--- src/rtl/reg_bus_arbiter_if.sv ---
// Request/response bundle between the register-bus masters and the arbiter.
// Each per-master field is packed, master i occupying slice i of the vector.
interface reg_bus_arbiter_if #(
  parameter int NUM_MASTERS = 2,
  parameter int ADDR_W      = 14,
  parameter int DATA_W      = 16
);
  logic [NUM_MASTERS-1:0]        req_valid;
  logic [NUM_MASTERS-1:0]        req_ready;
  logic [NUM_MASTERS-1:0]        req_we;
  logic [NUM_MASTERS-1:0]        req_lock;
  logic [NUM_MASTERS*ADDR_W-1:0] req_addr;
  logic [NUM_MASTERS*DATA_W-1:0] req_wdata;
  logic [NUM_MASTERS-1:0]        rsp_valid;
  logic [DATA_W-1:0]             rsp_rdata;

  modport master (
    output req_valid, req_we, req_lock, req_addr, req_wdata,
    input  req_ready, rsp_valid, rsp_rdata
  );

  modport slave (
    input  req_valid, req_we, req_lock, req_addr, req_wdata,
    output req_ready, rsp_valid, rsp_rdata
  );
endinterface

--- src/rtl/reg_bus_arbiter.sv ---
// Arbitrates several register-bus masters (fixed priority or round-robin, with
// lock) onto a single register bus and returns one completion pulse per request.
module reg_bus_arbiter #(
  parameter int NUM_MASTERS = 2,
  parameter int ADDR_W      = 14,
  parameter int DATA_W      = 16,
  parameter int RD_LAT      = 1
) (
  input  logic              clk,
  input  logic              rst,
  input  logic              arb_mode,
  reg_bus_arbiter_if.slave  req_bus,
  output logic              wr_en,
  output logic              rd_en,
  output logic [ADDR_W-1:0] addr,
  output logic [DATA_W-1:0] write_data,
  input  logic [DATA_W-1:0] read_data,
  output logic              busy,
  output logic [2:0]        grant_id
);
  typedef enum logic [1:0] {IDLE, ISSUE, WAIT_RD} state_t;

  state_t state, state_nxt;
  logic   accept;

  logic                   we_q;
  logic                   lock_q;
  logic [2:0]             rr_ptr;
  logic [1:0]             cnt;
  logic [NUM_MASTERS-1:0] rsp_valid_q;
  logic [DATA_W-1:0]      rsp_rdata_q;

  logic                   any_valid;
  logic                   owner_valid;
  logic [NUM_MASTERS-1:0] grant_hot;
  logic [NUM_MASTERS-1:0] rot_valid;
  logic [NUM_MASTERS-1:0] win_hot;
  logic [2:0]             fix_win;
  logic [2:0]             rr_off;
  logic [2:0]             winner;
  logic [2:0]             rr_next;
  logic [3:0]             rr_sum;
  logic [3:0]             win_inc;
  logic                   sel_we;
  logic                   sel_lock;
  logic [ADDR_W-1:0]      sel_addr;
  logic [DATA_W-1:0]      sel_wdata;

  always_comb begin
    // NOTE: every signal gets a default first so no path through this block leaves one unassigned (no latch).
    any_valid = |req_bus.req_valid;
    grant_hot = '0;
    fix_win   = '0;
    rr_off    = '0;
    win_hot   = '0;
    sel_we    = 1'b0;
    sel_lock  = 1'b0;
    sel_addr  = '0;
    sel_wdata = '0;

    for (int i = 0; i < NUM_MASTERS; i++) begin
      grant_hot[i] = (grant_id == 3'(i));
    end
    owner_valid = |(grant_hot & req_bus.req_valid);

    for (int i = NUM_MASTERS - 1; i >= 0; i--) begin
      if (req_bus.req_valid[i]) fix_win = 3'(i);
    end

    // Rotate so bit 0 is the master at rr_ptr; the first set bit is the offset.
    rot_valid = NUM_MASTERS'({req_bus.req_valid, req_bus.req_valid} >> rr_ptr);
    for (int i = NUM_MASTERS - 1; i >= 0; i--) begin
      if (rot_valid[i]) rr_off = 3'(i);
    end
    rr_sum = {1'b0, rr_ptr} + {1'b0, rr_off};

    if (lock_q && owner_valid) begin
      winner = grant_id;
    end else if (arb_mode) begin
      winner = (rr_sum >= 4'(NUM_MASTERS)) ? 3'(rr_sum - 4'(NUM_MASTERS)) : rr_sum[2:0];
    end else begin
      winner = fix_win;
    end

    win_inc = {1'b0, winner} + 4'd1;
    rr_next = (win_inc == 4'(NUM_MASTERS)) ? 3'd0 : win_inc[2:0];

    for (int i = 0; i < NUM_MASTERS; i++) begin
      if (winner == 3'(i)) begin
        win_hot[i] = 1'b1;
        sel_we     = req_bus.req_we[i];
        sel_lock   = req_bus.req_lock[i];
        sel_addr   = req_bus.req_addr[i*ADDR_W +: ADDR_W];
        sel_wdata  = req_bus.req_wdata[i*DATA_W +: DATA_W];
      end
    end
  end

  always_comb begin
    state_nxt = state;
    accept    = 1'b0;
    unique case (state)
      IDLE: begin
        if (any_valid) begin
          accept    = 1'b1;
          state_nxt = ISSUE;
        end
      end
      ISSUE:   state_nxt = we_q ? IDLE : WAIT_RD;
      WAIT_RD: if (cnt == 2'd0) state_nxt = IDLE;
      default: state_nxt = IDLE;
    endcase

    // NOTE: reset is only sampled at the clock edge, so combinational outputs are gated by rst to read 0 throughout a reset cycle.
    wr_en             = rst && (state == ISSUE) && we_q;
    rd_en             = rst && (state == ISSUE) && !we_q;
    busy              = rst && (state != IDLE);
    req_bus.req_ready = (rst && accept) ? win_hot : '0;
  end

  assign req_bus.rsp_valid = rsp_valid_q & {NUM_MASTERS{rst}};
  assign req_bus.rsp_rdata = rsp_rdata_q;

  always_ff @(posedge clk) begin
    // NOTE: non-blocking assignments so every register samples pre-edge values and updates together.
    if (!rst) state <= IDLE;
    else      state <= state_nxt;
  end

  always_ff @(posedge clk) begin
    if (!rst) begin
      we_q        <= 1'b0;
      lock_q      <= 1'b0;
      rr_ptr      <= '0;
      cnt         <= '0;
      grant_id    <= '0;
      addr        <= '0;
      write_data  <= '0;
      rsp_valid_q <= '0;
      rsp_rdata_q <= '0;
    end else begin
      rsp_valid_q <= '0;

      if (accept) begin
        we_q       <= sel_we;
        lock_q     <= sel_lock;
        addr       <= sel_addr;
        write_data <= sel_wdata;
        grant_id   <= winner;
        if (arb_mode) rr_ptr <= rr_next;
      end else if (state == IDLE && lock_q && !owner_valid) begin
        lock_q <= 1'b0;
      end

      if (state == ISSUE) begin
        if (we_q) begin
          rsp_valid_q <= grant_hot;
          rsp_rdata_q <= '0;
        end else begin
          cnt <= 2'(RD_LAT - 1);
        end
      end

      if (state == WAIT_RD) begin
        if (cnt == 2'd0) begin
          rsp_valid_q <= grant_hot;
          rsp_rdata_q <= read_data;
        end else begin
          cnt <= cnt - 2'd1;
        end
      end
    end
  end
endmodule

--- src/flat_wrapper.sv ---
// flat-port wrapper written by rule: the top's interface ports become plain ports
module reg_bus_arbiter_flat 
#(
  parameter int NUM_MASTERS = 2,
  parameter int ADDR_W      = 14,
  parameter int DATA_W      = 16,
  parameter int RD_LAT      = 1
)
  (clk, rst, arb_mode, wr_en, rd_en, addr, write_data, read_data, busy, grant_id, req_bus_req_valid, req_bus_req_we, req_bus_req_lock, req_bus_req_addr, req_bus_req_wdata, req_bus_req_ready, req_bus_rsp_valid, req_bus_rsp_rdata);
  reg_bus_arbiter_if #(.NUM_MASTERS(NUM_MASTERS), .ADDR_W(ADDR_W), .DATA_W(DATA_W)) req_bus_i ();
  input  logic clk;
  input  logic rst;
  input  logic arb_mode;
  output logic wr_en;
  output logic rd_en;
  output logic [ADDR_W-1:0] addr;
  output logic [DATA_W-1:0] write_data;
  input  logic [DATA_W-1:0] read_data;
  output logic busy;
  output logic [2:0] grant_id;
  input wire logic [$bits(req_bus_i.req_valid)-1:0] req_bus_req_valid;
  input wire logic [$bits(req_bus_i.req_we)-1:0] req_bus_req_we;
  input wire logic [$bits(req_bus_i.req_lock)-1:0] req_bus_req_lock;
  input wire logic [$bits(req_bus_i.req_addr)-1:0] req_bus_req_addr;
  input wire logic [$bits(req_bus_i.req_wdata)-1:0] req_bus_req_wdata;
  output wire logic [$bits(req_bus_i.req_ready)-1:0] req_bus_req_ready;
  output wire logic [$bits(req_bus_i.rsp_valid)-1:0] req_bus_rsp_valid;
  output wire logic [$bits(req_bus_i.rsp_rdata)-1:0] req_bus_rsp_rdata;
  assign req_bus_i.req_valid = req_bus_req_valid;
  assign req_bus_i.req_we = req_bus_req_we;
  assign req_bus_i.req_lock = req_bus_req_lock;
  assign req_bus_i.req_addr = req_bus_req_addr;
  assign req_bus_i.req_wdata = req_bus_req_wdata;
  assign req_bus_req_ready = req_bus_i.req_ready;
  assign req_bus_rsp_valid = req_bus_i.rsp_valid;
  assign req_bus_rsp_rdata = req_bus_i.rsp_rdata;
  reg_bus_arbiter #(.NUM_MASTERS(NUM_MASTERS), .ADDR_W(ADDR_W), .DATA_W(DATA_W), .RD_LAT(RD_LAT)) u_core (.clk(clk), .rst(rst), .arb_mode(arb_mode), .req_bus(req_bus_i), .wr_en(wr_en), .rd_en(rd_en), .addr(addr), .write_data(write_data), .read_data(read_data), .busy(busy), .grant_id(grant_id));
endmodule
--- config.mk ---
export PLATFORM = sky130hd
export DESIGN_NAME = reg_bus_arbiter_flat
export DESIGN_NICKNAME = d
export VERILOG_FILES = /design/src/rtl/reg_bus_arbiter_if.sv /design/src/rtl/reg_bus_arbiter.sv /design/src/flat_wrapper.sv
export SDC_FILE = /design/constraint.sdc
export NUM_CORES = 1
export LEC_CHECK = 0
export ABC_AREA = 1
export ABC_CLOCK_PERIOD_IN_PS = 7200
export BUFFER_PORTS_ARGS = -buffer_cell sky130_fd_sc_hd__buf_4
export CAP_MARGIN = 20
export CORE_ASPECT_RATIO = 1.4
export CORE_MARGIN = 2
export CORE_UTILIZATION = 41
export CTS_CLUSTER_DIAMETER = 40
export DETAILED_ROUTE_END_ITERATION = 7
export GPL_TIMING_DRIVEN = 0
export HOLD_SLACK_MARGIN = 0.15
export PLACE_DENSITY = 0.77
export SYNTH_ARGS = -nofsm -noshare
export SYNTH_HDL_FRONTEND = slang
export SYNTH_SLANG_ARGS = --single-unit
--- constraint.sdc ---
create_clock -name clk -period 7.2 [get_ports clk]
set_clock_uncertainty 0.15 [all_clocks]
set_input_delay 0 -clock clk [delete_from_list [all_inputs] [get_ports clk]]
set_output_delay 0 -clock clk [all_outputs]
set_load 0.01 [all_outputs]
==> flow_summary.toml, run 1 <==
[floorplan]
die-area_um2 = 8788
core_area_um2 = 7797
ioPinCount = 141
start_util = 0.4230
die_h_um = 110.1
die_w_um = 79.80
rows = 38

[cts]
numCtsBuffers = 9
clock-sinks = 60
insertion_delay_ns = 0.35
clock_path_buffers = 2
post_cts_buffers = 0
cts_tree = "built"
path_clk_slew_ns = 0.08
htreeDepth = 3
cts_root_buf = "clkbuf_8"

[setup_path]
cp_top_family = "buffers and inverters"
cpPeakStageDelay_ns = 0.57
slowest_stage = "dlygate4sd3_1"
crit_buf_inv = 8
crit_path_end_kind = "flop"
crit_required_ns = 7.34
cp-start-kind = "input port"
path_cells = "dlygate4sd3_1 > buf_4 > inv_1 > nand3b_1 > a21oi_1 > ha_1 > ha_1 > inv_1 > nand2_1 > nand2_1 > nor2_1 > nor2_2 > nand2_4 > buf_2 > ha_1 > clkbuf_1 > nand3_1 > nand2_1 > nand3_1 > dlygate4sd3_1 > a21oi_1 > dlygate4sd3_1"
critPathKind = "in -> reg"
critPathArrivalTime_ns = 4.25
cp_max_fo = 11

[logic_synthesis]
syn_area_um2 = 3298
synth_xor_area_frac = 0
synthMuxAreaShare = 0
synth_cells = 482
synth_top_family_by_area = "simple AND/OR/NAND/NOR gates"
ys_seq_area_frac = 0.3642
synth.lib_cells_used.distinct = 27
yosysTopAreaCell = "dfxtp_1"
synthArstFlopShare = 0
synth_compound_area_frac = 0.1047
synth_area_leaders = "dfxtp_1 (36%), nand3_1 (14%), nand2_1 (12%), a21oi_1 (8.3%), nand4_1 (6.3%)"
yosysTopAreaCellShare = 0.3642
yosys_warnings = 0
ys_ff_latch = 60
synthFlopType = "dfxtp_1"
synth_nets = 574
postSynthAreaPerCell_um2 = 6.843
synthAdderAreaFrac = 0.02656
yosys.area_share.simple = 0.3839
synth_edf_count = 0

[final_layout]
regArea_um2 = 1201
nFillCells = 584
design_area_um2 = 5731
antennaDiodeCount = 0
multi_input_area_um2 = 1699
syn_to_final_growth_pct = 73.75
final_common_cell = "buf_4"
drive_gt1_frac = 0.2574
utilization = 0.7349
final_nets = 829
final_cell_mix = "buf_4 (140), nand2_1 (107), dlygate4sd3_1 (104)"

[placed_design]
hpwl_um = 7776
place_area_um2 = 4474
place_ws_ns = 3.858
numPortBuffers = 140
gp_congestion = 0.8548

[global_route]
antenna_found_initial = 0
grt_max_degree = 12
grt_pass1_wl_um = 19910
grt_remaining_overflow = 0
track_usage = 0.2868
grt_pass1_vias = 4432

[sta]
setup_tns_ns = 0
max_freq_ghz = 0.2431
fin_ws_ns = 3.087
period_share = 0.5712
drv_slew = 0
setup_viol = 0
relSlewSlack = 0.6619
hold_ws_ns = 0.3124
tightestPinTransition_ns = 0.5071
rsz0062_at_grt = "false"
layout_min_cycle_time_ns = 4.113
hold_viol_final = 0

[pwr]
peakVddDrop_mv = 0.1316
p_leak_uw = 0.002739
p_per_area_nw_per_um2 = 213.9

[detailed_routing]
detailedRoute.firstPassIterationCount = 7
num_vias = 4515
viasPerCell = 5.362
post_drt_wl_per_cell_um = 15.01
drc = 0
drt_iter0_markers = 341
wl_met2_um = 6581
wl_met1_um = 4527
routed_wl_um = 12640
route.top_layer_used = "met4"
ant_nets = 0
wl_met3_um = 739

[status]
outcome = "completed"

[run]
drv_cap = 0

[hold_path]
hold_class = "reg -> reg"
-- layer usage --
metal | vias up | global-route usage
met5 | - | 0
met2 | 251 | 0.5204
met3 | 76 | 0.05537
met4 | 0 | 0.1755
met1 | 2062 | 0.3035
li1 | 2126 | -
-- registers in the layout (all words and copies together), names as in the netlist, 2 cells and up, named ones only --
register                  cells
u_core.req_bus.rsp_rdata     16
u_core.write_data            16
u_core.addr                  14
u_core.grant_id               3
u_core.rr_ptr                 3
u_core.rsp_valid_q            2
u_core.state                  2
-- worst register-to-register path, delay by kind of cell, from the launching register on --
| family | cells | cell delay [ns] |
|---|---|---|
| AND/OR/NAND/NOR | 9 | 0.94 |
| flip-flops | 1 | 0.34 |
| buffers and inverters | 5 | 1.72 |
| AO/OA/AOI/OAI | 2 | 0.30 |
| adder cells (fa/ha/maj) | 3 | 0.58 |
-- metrics by stage --
step	instances	total power [uW]
after detailed placement	722	787.6
after global routing	842	1289
after floorplan	482	635.7
after global placement	722	778.7
after CTS	842	1206
final	842	1226
-- logic make-up after synthesis --
kind of cell,count (synthesis)
simple gates,260
buf+inv,88
compound gates,67
flops,60
fa+ha+maj,7
-- report_power, final --
part	leakage [uW]	internal [uW]	switching, uW	total (uW)
clock	0.000111	195	142	338
sequential	0.000491	372	27.7	400
combinational	0.00214	242	246	488
total	0.00274	810	416	1230
-- final timing paths --
kind | cells past startpoint | startpoint | endpoint | slack [ns]
max | 22 | req_bus_req_valid[0] | u_core.we_q$_SDFFE_PN0P_ | 3.09
min | 2 | flop | flop | 0.31
max reg2reg | 19 | u_core.rr_ptr[0]$_SDFFE_PN0P_ | u_core.we_q$_SDFFE_PN0P_ | 3.12
min reg2reg | 2 | flop | flop | 0.31
-- Yosys cell counts (2+ instances only) --
master and count:
inv_1 47, nand2_1 107, nor3_1 2, buf_2 12
ha_1 7, nand2_4 3, buf_6 7, nand2_2 3
a31oi_1 3, clkbuf_1 15, inv_2 3, buf_1 3
nand4_1 33, nor2_4 2, o21ai_0 7, nand3_1 93
nor2_1 9, nand3_2 3, dfxtp_1 60, nor2_2 2
a21oi_1 55
-- what timing repair did --
item	in CTS	in global routing
setup endpoints to repair	0	0
hold endpoints to repair	60	0
hold buffers	104	0
gates resized for setup	0	0
-- cell type report --
type	instances	area share
multi-input combinational	334	0.2965
inverter	51	0.03341
clock inverter	6	0.01528
buffer	37	0.03603
tap	100	0.02183
clock buffer	10	0.02227
timing repair buffer	244	0.3651
sequential	60	0.2096
No activity file was read; power rests on OpenSTA's default activity.
==> run 2, diff against run 1 <==
--- a/config.mk
+++ b/config.mk
@@ -6,7 +6,7 @@
 export NUM_CORES = 1
 export LEC_CHECK = 0
 export ABC_AREA = 1
-export ABC_CLOCK_PERIOD_IN_PS = 7200
+export ABC_CLOCK_PERIOD_IN_PS = 4000
 export BUFFER_PORTS_ARGS = -buffer_cell sky130_fd_sc_hd__buf_4
 export CAP_MARGIN = 20
 export CORE_ASPECT_RATIO = 1.4
==> constraint.sdc (replaced) <==
create_clock -name clk -period 4 [get_ports clk]
set_clock_uncertainty 0.15 [all_clocks]
set_input_delay 0 -clock clk [delete_from_list [all_inputs] [get_ports clk]]
set_output_delay 0 -clock clk [all_outputs]
set_load 0.01 [all_outputs]
==> run 2 against run 1 <==
  * Combinational power increased by 79%
  * Power increased by 80%
  * Global-route usage decreased by 0.068 points
  * First-iteration DRC count decreased by 3.5%
  * Die area unchanged
  * Largest cell class unchanged
  * Register-to-register slack got worse by 2.7 ns
  * Sequential share of layout area increased by 0.12 points
  * Largest power group unchanged
  * Cell count decreased by 0.59%
  * Clock-buffer cell count unchanged
==> flow_summary.toml, run 2 (synthesized netlist as in run 1, its figures left out) <==
[status]
outcome = "completed"

[detailed_routing]
ant_nets = 0
drt_iter0_markers = 329
drc = 0
num_vias = 4449
viasPerCell = 5.315
wl_met1_um = 4508
route.top_layer_used = "met4"
wl_met3_um = 733
post_drt_wl_per_cell_um = 15.03
detailedRoute.firstPassIterationCount = 6
routed_wl_um = 12580
wl_met2_um = 6566

[cts]
htreeDepth = 3
numCtsBuffers = 9
path_clk_slew_ns = 0.07
post_cts_buffers = 0
clock-sinks = 60
insertion_delay_ns = 0.34
cts_tree = "built"
cts_root_buf = "clkbuf_8"
clock_path_buffers = 2

[global_route]
track_usage = 0.2861
grt_max_degree = 12
antenna_found_initial = 0
grt_pass1_wl_um = 19870
grt_pass1_vias = 4441
grt_remaining_overflow = 0

[setup_path]
cp_max_fo = 18
cpPeakStageDelay_ns = 0.61
slowest_stage = "dlygate4sd3_1"
cp-start-kind = "input port"
critPathArrivalTime_ns = 3.69
crit_required_ns = 4.12
critPathKind = "in -> reg"
path_cells = "dlygate4sd3_1 > buf_4 > inv_1 > nand3b_1 > a21oi_1 > ha_1 > ha_1 > inv_1 > nand2_1 > nand2_1 > nor2_1 > nor2_2 > nand2_4 > ha_2 > clkbuf_2 > nand3_1 > nand2_1 > nand3_1 > dlygate4sd3_1 > a21oi_1"
setup.worst_path.start = "req_bus_req_valid[0]"
r2r_slack_ns = 0.47
cpMostUsedCell = "nand2_1"
r2r_start = "u_core.rr_ptr[0]$_SDFFE_PN0P_"
crit_path_end_kind = "flop"

[sta]
relSlewSlack = 0.6545
setup_tns_ns = 0
period_share = 0.8927
rsz0062_at_grt = "false"
drv_slew = 0
layout_min_cycle_time_ns = 3.571
tightestPinTransition_ns = 0.5183
setup_viol = 0
hold_viol_final = 0
max_freq_ghz = 0.2801

[final_layout]
final_nets = 824
antennaDiodeCount = 0
syn_to_final_growth_pct = 72.76
drive_gt1_frac = 0.2632
utilization = 0.7307
final_cells = 837
final_cell_mix = "buf_4 (140), nand2_1 (107), dlygate4sd3_1 (101)"
final_common_cell = "buf_4"

[pwr]
total_power_uw = 2200
p_per_area_nw_per_um2 = 386.1
p_leak_uw = 0.002723
peakVddDrop_mv = 0.2403

[placed_design]
numPortBuffers = 140
gp_congestion = 0.8548
dp.cells = 722
hpwl_um = 7776

[floorplan]
die_h_um = 110.1
die_w_um = 79.80
start_util = 0.4230
ioPinCount = 141
die-area_um2 = 8788
rows = 38
core_area_um2 = 7797

[run]
drv_cap = 0

[hold_path]
hold_class = "reg -> reg"
[run 2: changes by cell type in the layout (fill, tap and decap cells not counted), sizes merged]
cell         change
buf              -1
clkbuf           -1
dlygate4sd3      -3
[run 2: path summary, 6_finish.rpt]
check,cells past startpoint,end
max,20,u_core.addr[4]$_SDFFE_PN0P_
min,2,flop
max reg2reg,17,u_core.addr[4]$_SDFFE_PN0P_
min reg2reg,2,flop
[run 2: report_power, final]
group | internal (uW) | switching, uW
Clock | 352 | 256
Sequential | 669 | 50.1
Combinational | 433 | 439
Total | 1450 | 745
[run 2: critical path, delay by kind of cell]
kind	cells	cell delay [ns]
adder cells (fa/ha/maj)	3	0.70
AO/OA/AOI/OAI	2	0.34
buffers and inverters	6	1.72
AND/OR/NAND/NOR	9	0.92
[run 2: stage by stage]
stage	hold slack, ns	instance area [um^2]	worst slack, ns
floorplan	0.01493	3298	1.257
global placement	0.1352	4474	0.8358
detailed placement	0.1412	4474	0.6579
CTS	0.3159	5700	0.05669
global route	0.3447	5698	0.09410
finish	0.3147	5698	0.4293
[run 2: repair_timing]
action,in CTS,in global routing
gates resized for setup,0,7
setup endpoints to repair,0,29
endpoints found under the hold margin,60,0
hold buffers,101,0
[run 2: per-layer routing]
metal | global-route usage | vias up
li1 | - | 2118
met1 | 0.3025 | 2023
met2 | 0.5168 | 233
met3 | 0.05619 | 75
met4 | 0.1792 | 0
met5 | 0 | -
[run 2: layout make-up]
cell class / count / area, um^2
buffer: 35 / 201.4
sequential: 60 / 1201
tap: 100 / 125.1
timing repair buffer: 241 / 2062
multi-input combinational: 334 / 1702
clock buffer: 10 / 127.6
inverter: 51 / 191.4
clock inverter: 6 / 87.58
fill: 585 / 2100
